===== src/rtl/game_ctrl.sv =====
// rtl/game_ctrl.sv - frame-synchronous game flow: buttons, lives, invulnerability, run gating
// Define GAME_CTRL_DEBOUNCE_EN for full button debounce; undefined uses the bare 2-FF synchronised level.
module game_ctrl #(
  parameter int DB_CYCLES  = 1000000,
  parameter int LIVES      = 3,
  parameter int INV_FRAMES = 60
) (
  input  logic        i_clk,
  input  logic        i_rst,
  input  logic        i_start_btn,
  input  logic        i_pause_btn,
  input  logic        i_animate,
  input  logic        i_hit,
  output logic [1:0]  o_state,
  output logic        o_run,
  output logic [2:0]  o_lives,
  output logic        o_ship_vis,
  output logic [15:0] o_frame_cnt
);

  typedef enum logic [1:0] {S_IDLE = 2'd0, S_PLAY = 2'd1, S_PAUSE = 2'd2, S_OVER = 2'd3} state_t;

  // Assert asynchronously, release synchronously.
  logic [1:0] rst_sync;
  logic       rst_n;

  always_ff @(posedge i_clk or negedge i_rst) begin
    if (!i_rst) rst_sync <= 2'b00;
    else        rst_sync <= {rst_sync[0], 1'b1};
  end
  assign rst_n = rst_sync[1];

  logic [1:0] btn_raw;
  logic [1:0] press;
  logic       start_press;
  logic       pause_press;

  assign btn_raw     = {i_pause_btn, i_start_btn};
  assign start_press = press[0];
  assign pause_press = press[1];

  for (genvar b = 0; b < 2; b++) begin : g_btn
    logic [1:0] sync;
    logic       db;
    logic       db_next;
    logic       pulse;

    always_ff @(posedge i_clk or negedge rst_n) begin
      if (!rst_n) sync <= 2'b00;
      else        sync <= {sync[0], btn_raw[b]};
    end

`ifdef GAME_CTRL_DEBOUNCE_EN
    localparam int DBW = $clog2(DB_CYCLES + 1);
    logic [DBW-1:0] cnt;
    logic           cnt_done;

    assign cnt_done = (cnt == DBW'(DB_CYCLES - 1));
    assign db_next  = (sync[1] != db && cnt_done) ? sync[1] : db;

    always_ff @(posedge i_clk or negedge rst_n) begin
      if (!rst_n)                        cnt <= '0;
      else if (sync[1] == db || cnt_done) cnt <= '0;
      else                               cnt <= cnt + 1'b1;
    end
`else
    assign db_next = sync[1];
`endif

    always_ff @(posedge i_clk or negedge rst_n) begin
      if (!rst_n) begin
        db    <= 1'b0;
        pulse <= 1'b0;
      end else begin
        db    <= db_next;
        pulse <= db_next & ~db;
      end
    end
    assign press[b] = pulse;
  end

  state_t      state, state_n;
  logic [2:0]  lives, lives_n;
  logic [7:0]  inv_cnt, inv_n;
  logic [15:0] frame_cnt, fcnt_n;
  logic        run;
  logic        req_start, req_pause, req_hit;
  logic        req_start_n, req_pause_n, req_hit_n;

  always_ff @(posedge i_clk or negedge rst_n) begin
    if (!rst_n) begin
      state     <= S_IDLE;
      lives     <= '0;
      inv_cnt   <= '0;
      frame_cnt <= '0;
      run       <= 1'b0;
      req_start <= 1'b0;
      req_pause <= 1'b0;
      req_hit   <= 1'b0;
    end else begin
      state     <= state_n;
      lives     <= lives_n;
      inv_cnt   <= inv_n;
      frame_cnt <= fcnt_n;
      run       <= (state_n == S_PLAY);
      req_start <= req_start_n;
      req_pause <= req_pause_n;
      req_hit   <= req_hit_n;
    end
  end

  // Requests are consumed at the frame strobe; a press on that same cycle survives into the next frame.
  always_comb begin
    state_n     = state;
    lives_n     = lives;
    inv_n       = inv_cnt;
    fcnt_n      = frame_cnt;
    req_start_n = (req_start & ~i_animate) | start_press;
    req_pause_n = (req_pause & ~i_animate) | pause_press;
    req_hit_n   = (req_hit & ~i_animate) | i_hit;
    if (i_animate) begin
      case (state)
        S_IDLE: if (req_start) begin
          state_n = S_PLAY;
          lives_n = 3'(LIVES);
          fcnt_n  = '0;
          inv_n   = '0;
        end
        S_PLAY: begin
          fcnt_n = frame_cnt + 16'd1;
          if (req_hit && inv_cnt == 8'd0) begin
            lives_n = lives - 3'd1;
            inv_n   = 8'(INV_FRAMES);
            if (lives == 3'd1)  state_n = S_OVER;
            else if (req_pause) state_n = S_PAUSE;
          end else begin
            if (inv_cnt != 8'd0) inv_n = inv_cnt - 8'd1;
            if (req_pause)       state_n = S_PAUSE;
          end
        end
        S_PAUSE: if (req_pause) state_n = S_PLAY;
        S_OVER:  if (req_start) state_n = S_IDLE;
        default: state_n = S_IDLE;
      endcase
    end
  end

  assign o_state     = state;
  assign o_run       = run;
  assign o_lives     = lives;
  assign o_frame_cnt = frame_cnt;
  assign o_ship_vis  = (inv_cnt == 8'd0) || inv_cnt[2];

endmodule

===== config.mk =====
export PLATFORM = sky130hd
export DESIGN_NAME = game_ctrl
export DESIGN_NICKNAME = d
export VERILOG_FILES = /design/src/rtl/game_ctrl.sv
export SDC_FILE = /design/constraint.sdc
export NUM_CORES = 1
export LEC_CHECK = 0
export CAP_MARGIN = 30
export CORE_MARGIN = 1
export CORE_UTILIZATION = 51
export CTS_CLUSTER_SIZE = 14
export DETAILED_ROUTE_END_ITERATION = 10
export PLACE_DENSITY = 0.75
export SLEW_MARGIN = 20
export SYNTH_ARGS = -nofsm -noshare
export SYNTH_HDL_FRONTEND = slang
export SYNTH_SLANG_ARGS = --single-unit

===== constraint.sdc =====
create_clock -name i_clk -period 5.6 [get_ports i_clk]
set_clock_uncertainty 0.15 [all_clocks]
set_input_delay 1.12 -clock i_clk [delete_from_list [all_inputs] [get_ports i_clk]]
set_output_delay 1.12 -clock i_clk [all_outputs]
set_load 0.005 [all_outputs]

**After elaboration in Yosys (flattened, before gate mapping)**

Index checks and enable logic that the tools add are counted.

- Bits in registers: 43
- Latch bits: 0
- Bits in writable memories: 0
- Bits in read-only memories: 0
- Input bits: 6
- Output and inout port bits: 23
- Word-level logic and storage cells: 63
- Memories: 0

- Add/sub/neg operators: 3
- $mul: 0
- Div/mod/pow operators: 0
- Order comparisons: 0
- Equality and inequality tests: 8
- Shift operators: 0
- Mux-type cells: 17
- Bitwise gates (word level): 11
- Reductions and logical operators: 9

Operators with widths:

| kind | count |
|---|---|
| $pmux W16 S2 | 1 |
| $mux W8 | 3 |
| $add A16 B1 Y16 const B | 1 |
| $mux W16 | 1 |
| $pmux W8 S2 | 1 |
| $mux W2 | 7 |
| $logic_not A8 Y1 | 1 |
| $pmux W2 S4 | 1 |
| $reduce_and A4 Y1 | 2 |
| $reduce_bool A8 Y1 | 1 |
| $sub A8 B1 Y8 const B | 1 |
| $mux W3 | 2 |
| $pmux W3 S2 | 1 |
| $and A1 B1 Y1 | 5 |
| $eq A2 B1 Y1 const B | 2 |
| $eq A2 B2 Y1 const B | 2 |
| $ne A2 B2 Y1 const B | 2 |
| $eq A3 B1 Y1 const B | 1 |
| $ne A3 B3 Y1 const B | 1 |
| $not A1 Y1 | 3 |
| $or A1 B1 Y1 | 3 |
| $reduce_and A3 Y1 | 1 |
| $sub A3 B1 Y3 const B | 1 |
| $logic_not A2 Y1 | 1 |
| 3 further kinds | 3 |

**Longest topological paths before layout**

- Word-level depth: 6
- Gate-level depth with buffers: 6
- Depth with buffers taken out: 6

**Worst setup path after synthesis**

Ideal clock, no wire load.

- Path kind: register to output
- Start point: reg inv_cnt[2]
- End point: out o_ship_vis
- Arrival: 1.446 ns
- Required time: 4.330 ns
- Path slack: 2.884 ns
- Cell stages (with the launch flop): 5
- Buffers on the path: 1
- Cells stage by stage: dfrtp_1 or3_1 clkbuf_1 or3_1 o21bai_1

- Longest elaborated chain between the ends: 2

Ends and longest elaborated chain:

| element | line | text |
|---|---|---|
| start, declared | 84 | `logic [7:0] inv_cnt, inv_n;` |
| start signal, assigned | 103 | `inv_cnt <= inv_n;` |
| $logic_not A8 Y1 | 152 | `assign o_ship_vis = (inv_cnt == 8'd0) \|\| inv_cnt[2];` |
| $logic_or A1 B1 Y1 (*) | 152 |  |
| end, declared | 17 | `output logic o_ship_vis,` |

Every way passes the cells marked *; elsewhere a longest branch is shown, timed or not.

**Worst setup path in the final report**

- Start point: reg inv_cnt[0]
- End point: out o_ship_vis

- Longest elaborated chain between the ends: 2

Ends and longest elaborated chain:

| element | line |
|---|---|
| $logic_not A8 Y1 | 152 |
| $logic_or A1 B1 Y1 | 152 |

Every way passes these cells.

==> run_summary.xml <==
<?xml version="1.0" encoding="UTF-8"?>
<metrics>
  <group name="grt">
    <metric name="global_route.overflow_total" unit="">0</metric>
    <metric name="wire_length_of_the_first_global_routing_pass" unit="µm">7120</metric>
    <metric name="antenna_found_initial" unit="">0</metric>
    <metric name="number_of_global_route_vias_before_repair" unit="">1565</metric>
    <metric name="grt_util_all_layers" unit="%">21.78</metric>
    <metric name="grt_start_max_net_pins" unit="">42</metric>
  </group>
  <group name="logic_synthesis">
    <metric name="post_synth.cell_area_avg" unit="µm²">10.05</metric>
    <metric name="post_synth_num_cell_types" unit="">47</metric>
    <metric name="synth.net_count" unit="">220</metric>
    <metric name="ys_async_sr_fraction" unit="%">100.0</metric>
    <metric name="ys.warnings.count" unit="">0</metric>
    <metric name="synth-edff-count" unit="">0</metric>
    <metric name="post-synth-top-area-fraction" unit="%">51.01</metric>
    <metric name="synth_top_cells_by_area" unit="">sky130_fd_sc_hd__dfrtp_1, sky130_fd_sc_hd__a21oi_1, sky130_fd_sc_hd__nand2_1, sky130_fd_sc_hd__o31ai_1, sky130_fd_sc_hd__ha_1</metric>
    <metric name="netlist_area" unit="µm²">2110</metric>
    <metric name="ys.flop_type" unit="">sky130_fd_sc_hd__dfrtp_1</metric>
    <metric name="ys_ff_latch" unit="">43</metric>
    <metric name="cells_after_synth" unit="">210</metric>
    <metric name="synthDominantAreaCellType" unit="">sky130_fd_sc_hd__dfrtp_1</metric>
    <metric name="fraction_of_the_yosys_area_taken_by_sequential_cells" unit="%">51.01</metric>
  </group>
  <group name="clock_network">
    <metric name="clk_root_buffer_cell" unit="">sky130_fd_sc_hd__clkbuf_8</metric>
    <metric name="cts.hold.buffers_added" unit="">0</metric>
    <metric name="clock_insertion_delay_worst_skew" unit="ps">290</metric>
    <metric name="clock_sinks" unit="">43</metric>
    <metric name="post_cts.resized_instances" unit="">0</metric>
    <metric name="clk_pin_slew_worst_paths" unit="ps">80</metric>
    <metric name="ctsHtreeMaxLevel" unit="">2</metric>
    <metric name="clock_tree_from_tritoncts" unit="">done</metric>
    <metric name="clockBufferDepth" unit="">2</metric>
    <metric name="cts_setup_buffers" unit="">0</metric>
    <metric name="cts-buffers-inserted" unit="">5</metric>
  </group>
  <group name="timing">
    <metric name="timing.hold.ws" unit="ps">154.5</metric>
    <metric name="tightestPinTransition" unit="ps">777.1</metric>
    <metric name="timing.fmax" unit="GHz">0.2763</metric>
    <metric name="maxSlewViolCount" unit="">0</metric>
    <metric name="unrepaired_setup_endpoints_after_global_routing" unit="">no</metric>
    <metric name="final-setup-viol-count" unit="">0</metric>
    <metric name="final_hold_fails" unit="">0</metric>
    <metric name="totalNegativeSetupSlack" unit="ps">0</metric>
    <metric name="min_period_over_period" unit="%">64.64</metric>
    <metric name="final_period_minus_worst_setup_slack" unit="ps">3620</metric>
    <metric name="worst_slew_margin_rel" unit="%">47.79</metric>
  </group>
  <group name="pwr">
    <metric name="cellInternalPower" unit="µW">733.0</metric>
    <metric name="share_of_total_power_in_the_clock_network" unit="%">16.0</metric>
    <metric name="power_switching_share" unit="%">38.30</metric>
    <metric name="power.net_switching" unit="µW">455.1</metric>
    <metric name="p_total" unit="mW">1.188</metric>
    <metric name="p_per_area" unit="nW/µm²">475.3</metric>
    <metric name="maximum_resistive_drop_on_vdd" unit="mV">0.3308</metric>
    <metric name="p_seq_share" unit="%">43.0</metric>
    <metric name="power_frac_comb" unit="%">41.0</metric>
    <metric name="leakagePower" unit="nW">1.047</metric>
  </group>
  <group name="worst_setup_path">
    <metric name="critPathArrivalTime" unit="ps">2350</metric>
    <metric name="reg2reg_from" unit="">o_state[0]</metric>
    <metric name="critical_path.reg2reg.endpoint" unit="">inv_cnt[7]</metric>
    <metric name="timing.reg2reg.setup_slack" unit="ps">3380</metric>
    <metric name="cp-start-kind" unit="">flip-flop</metric>
    <metric name="crit_path_max_fanout" unit="">6</metric>
    <metric name="timing.critical_path.to_type" unit="">output port</metric>
    <metric name="timing.critical_path.required" unit="ps">4330</metric>
    <metric name="crit_type" unit="">flip-flop to output port</metric>
    <metric name="ff2ff_path_depth" unit="">4</metric>
  </group>
  <group name="route">
    <metric name="detailroute.via_count" unit="">1667</metric>
    <metric name="drtIter0Drc" unit="">99</metric>
    <metric name="drc" unit="">0</metric>
    <metric name="post_route_ant_nets" unit="">0</metric>
    <metric name="number_of_vias_per_cell_after_detailed_routing" unit="">5.788</metric>
    <metric name="wl_per_cell" unit="µm">14.04</metric>
    <metric name="drt_pre_antenna_iters" unit="">4</metric>
    <metric name="finalWirelength" unit="µm">4044</metric>
  </group>
  <group name="finish">
    <metric name="fraction_of_final_layout_cells_with_drive_strength_greater_than_1" unit="%">6.303</metric>
    <metric name="syn_to_final_growth" unit="%">18.51</metric>
    <metric name="finish.net_count" unit="">247</metric>
    <metric name="mostFrequentLayoutCells" unit="">sky130_fd_sc_hd__dfrtp_1, sky130_fd_sc_hd__clkdlybuf4s50_1, sky130_fd_sc_hd__nand2_1, sky130_fd_sc_hd__a21oi_1, sky130_fd_sc_hd__nor2_1</metric>
    <metric name="postLayoutCellArea" unit="µm²">2500</metric>
    <metric name="final_cell_count_without_fillers" unit="">288</metric>
    <metric name="layout.cells.most_common" unit="">sky130_fd_sc_hd__dfrtp_1</metric>
    <metric name="num_antenna_cells" unit="">0</metric>
  </group>
  <group name="run_status">
    <metric name="status" unit="">completed</metric>
  </group>
  <group name="placed_design">
    <metric name="gp_congestion" unit="">0.8812</metric>
    <metric name="place.port_buffers" unit="">28</metric>
    <metric name="postPlaceCellArea" unit="µm²">2415</metric>
    <metric name="post-place-cells" unit="">280</metric>
    <metric name="post-dp-hpwl" unit="µm">2858</metric>
  </group>
  <group name="flow_run">
    <metric name="number_of_maximum_capacitance_violations" unit="">0</metric>
  </group>
  <group name="die">
    <metric name="number_of_i_o_pins" unit="">29</metric>
    <metric name="core" unit="µm²">3971</metric>
    <metric name="floorplan.initialDensity" unit="%">53.12</metric>
    <metric name="rows" unit="">23</metric>
    <metric name="die_x" unit="µm">66.32</metric>
    <metric name="fp.dieArea" unit="µm²">4398</metric>
    <metric name="die_height" unit="µm">66.32</metric>
  </group>
  <group name="hold_path">
    <metric name="hold_path.class" unit="">flip-flop to async pin</metric>
  </group>
</metrics>
## critical path: stages (launching register included)
cell                              delay (ps)
sky130_fd_sc_hd__dfrtp_1                 420
sky130_fd_sc_hd__inv_1                   100
sky130_fd_sc_hd__ha_1                    250
sky130_fd_sc_hd__nand2b_1                180
sky130_fd_sc_hd__or3_1                   430
sky130_fd_sc_hd__o21bai_1                160
sky130_fd_sc_hd__clkdlybuf4s50_1         520
## layer usage
layer  wire length [µm]  part of all wire (%)  track usage (%)
met5                  0                     0                0
met4                 59                   1.5            7.979
met3                181                   4.5            5.862
met2               1929                    48            35.46
met1               1873                    46            27.61
## final cells by class
type / instances / area (µm²)
Inverter: 9 / 33.78
Tap cell: 50 / 62.56
Multi-Input combinational cell: 148 / 947.2
Timing Repair Buffer: 30 / 295.3
Fill cell: 353 / 1471
Clock buffer: 6 / 72.57
Sequential cell: 43 / 1076
Clock inverter: 2 / 12.51
## Yosys cell counts, drive strengths merged, types with 4 or more instances
library cell   n
a21oi         16
nand2b         4
or4            5
clkbuf         8
nor4           5
nor2b          4
inv            9
or3            7
dfrtp         43
o31ai          8
nand2         16
ha             4
nor2          11
nand3          8
a41oi          4
nor3           6
o21ai         12
a21o           5
## through the flow
step                setup slack (ps)  util, %
finish                          1980    62.95
global route                    1826    62.95
CTS                             1981    62.95
detailed placement              2319    60.81
global placement                2353    60.81
floorplan                       2884        -
## registers in the layout (all words and copies together) (netlist names)
signal       cells
g_btn.db         2
o_frame_cnt     16
req_start        1
req_hit          1
rst_sync         2
req_pause        1
o_run            1
o_state          2
g_btn.sync       4
o_lives          3
g_btn.pulse      2
inv_cnt          8
## power by group through the flow
stage / combinational [mW] / sequential [mW] / clock, mW
floorplan: 0.308 / 0.488 / 0
global placement: 0.480 / 0.512 / 0
detailed placement: 0.487 / 0.516 / 0
CTS: 0.489 / 0.510 / 0.198
global route: 0.550 / 0.529 / 0.212
finish: 0.487 / 0.511 / 0.190
## worst max path at each step
stage                          start  slack [ps]  cells after the start         end
after floorplan           inv_cnt[2]        2880                      4  o_ship_vis
after global placement    inv_cnt[2]        2350                      4  o_ship_vis
after detailed placement   i_animate        2320                      5  inv_cnt[7]
after CTS                 inv_cnt[0]        1980                      6  o_ship_vis
after global routing      inv_cnt[0]        1830                      6  o_ship_vis
final                     inv_cnt[0]        1980                      6  o_ship_vis
## logic make-up after synthesis
kind of cell	Yosys count	synth area share, %
flops	43	51.01
buf+inv	19	4.092
mux	1	0.4745
simple gates	81	21.83
fa+ha+maj	4	2.373
compound gates	57	18.39
xor+xnor	4	1.661
other cells	1	0.1778
No activity file was read; power rests on OpenSTA's default activity.
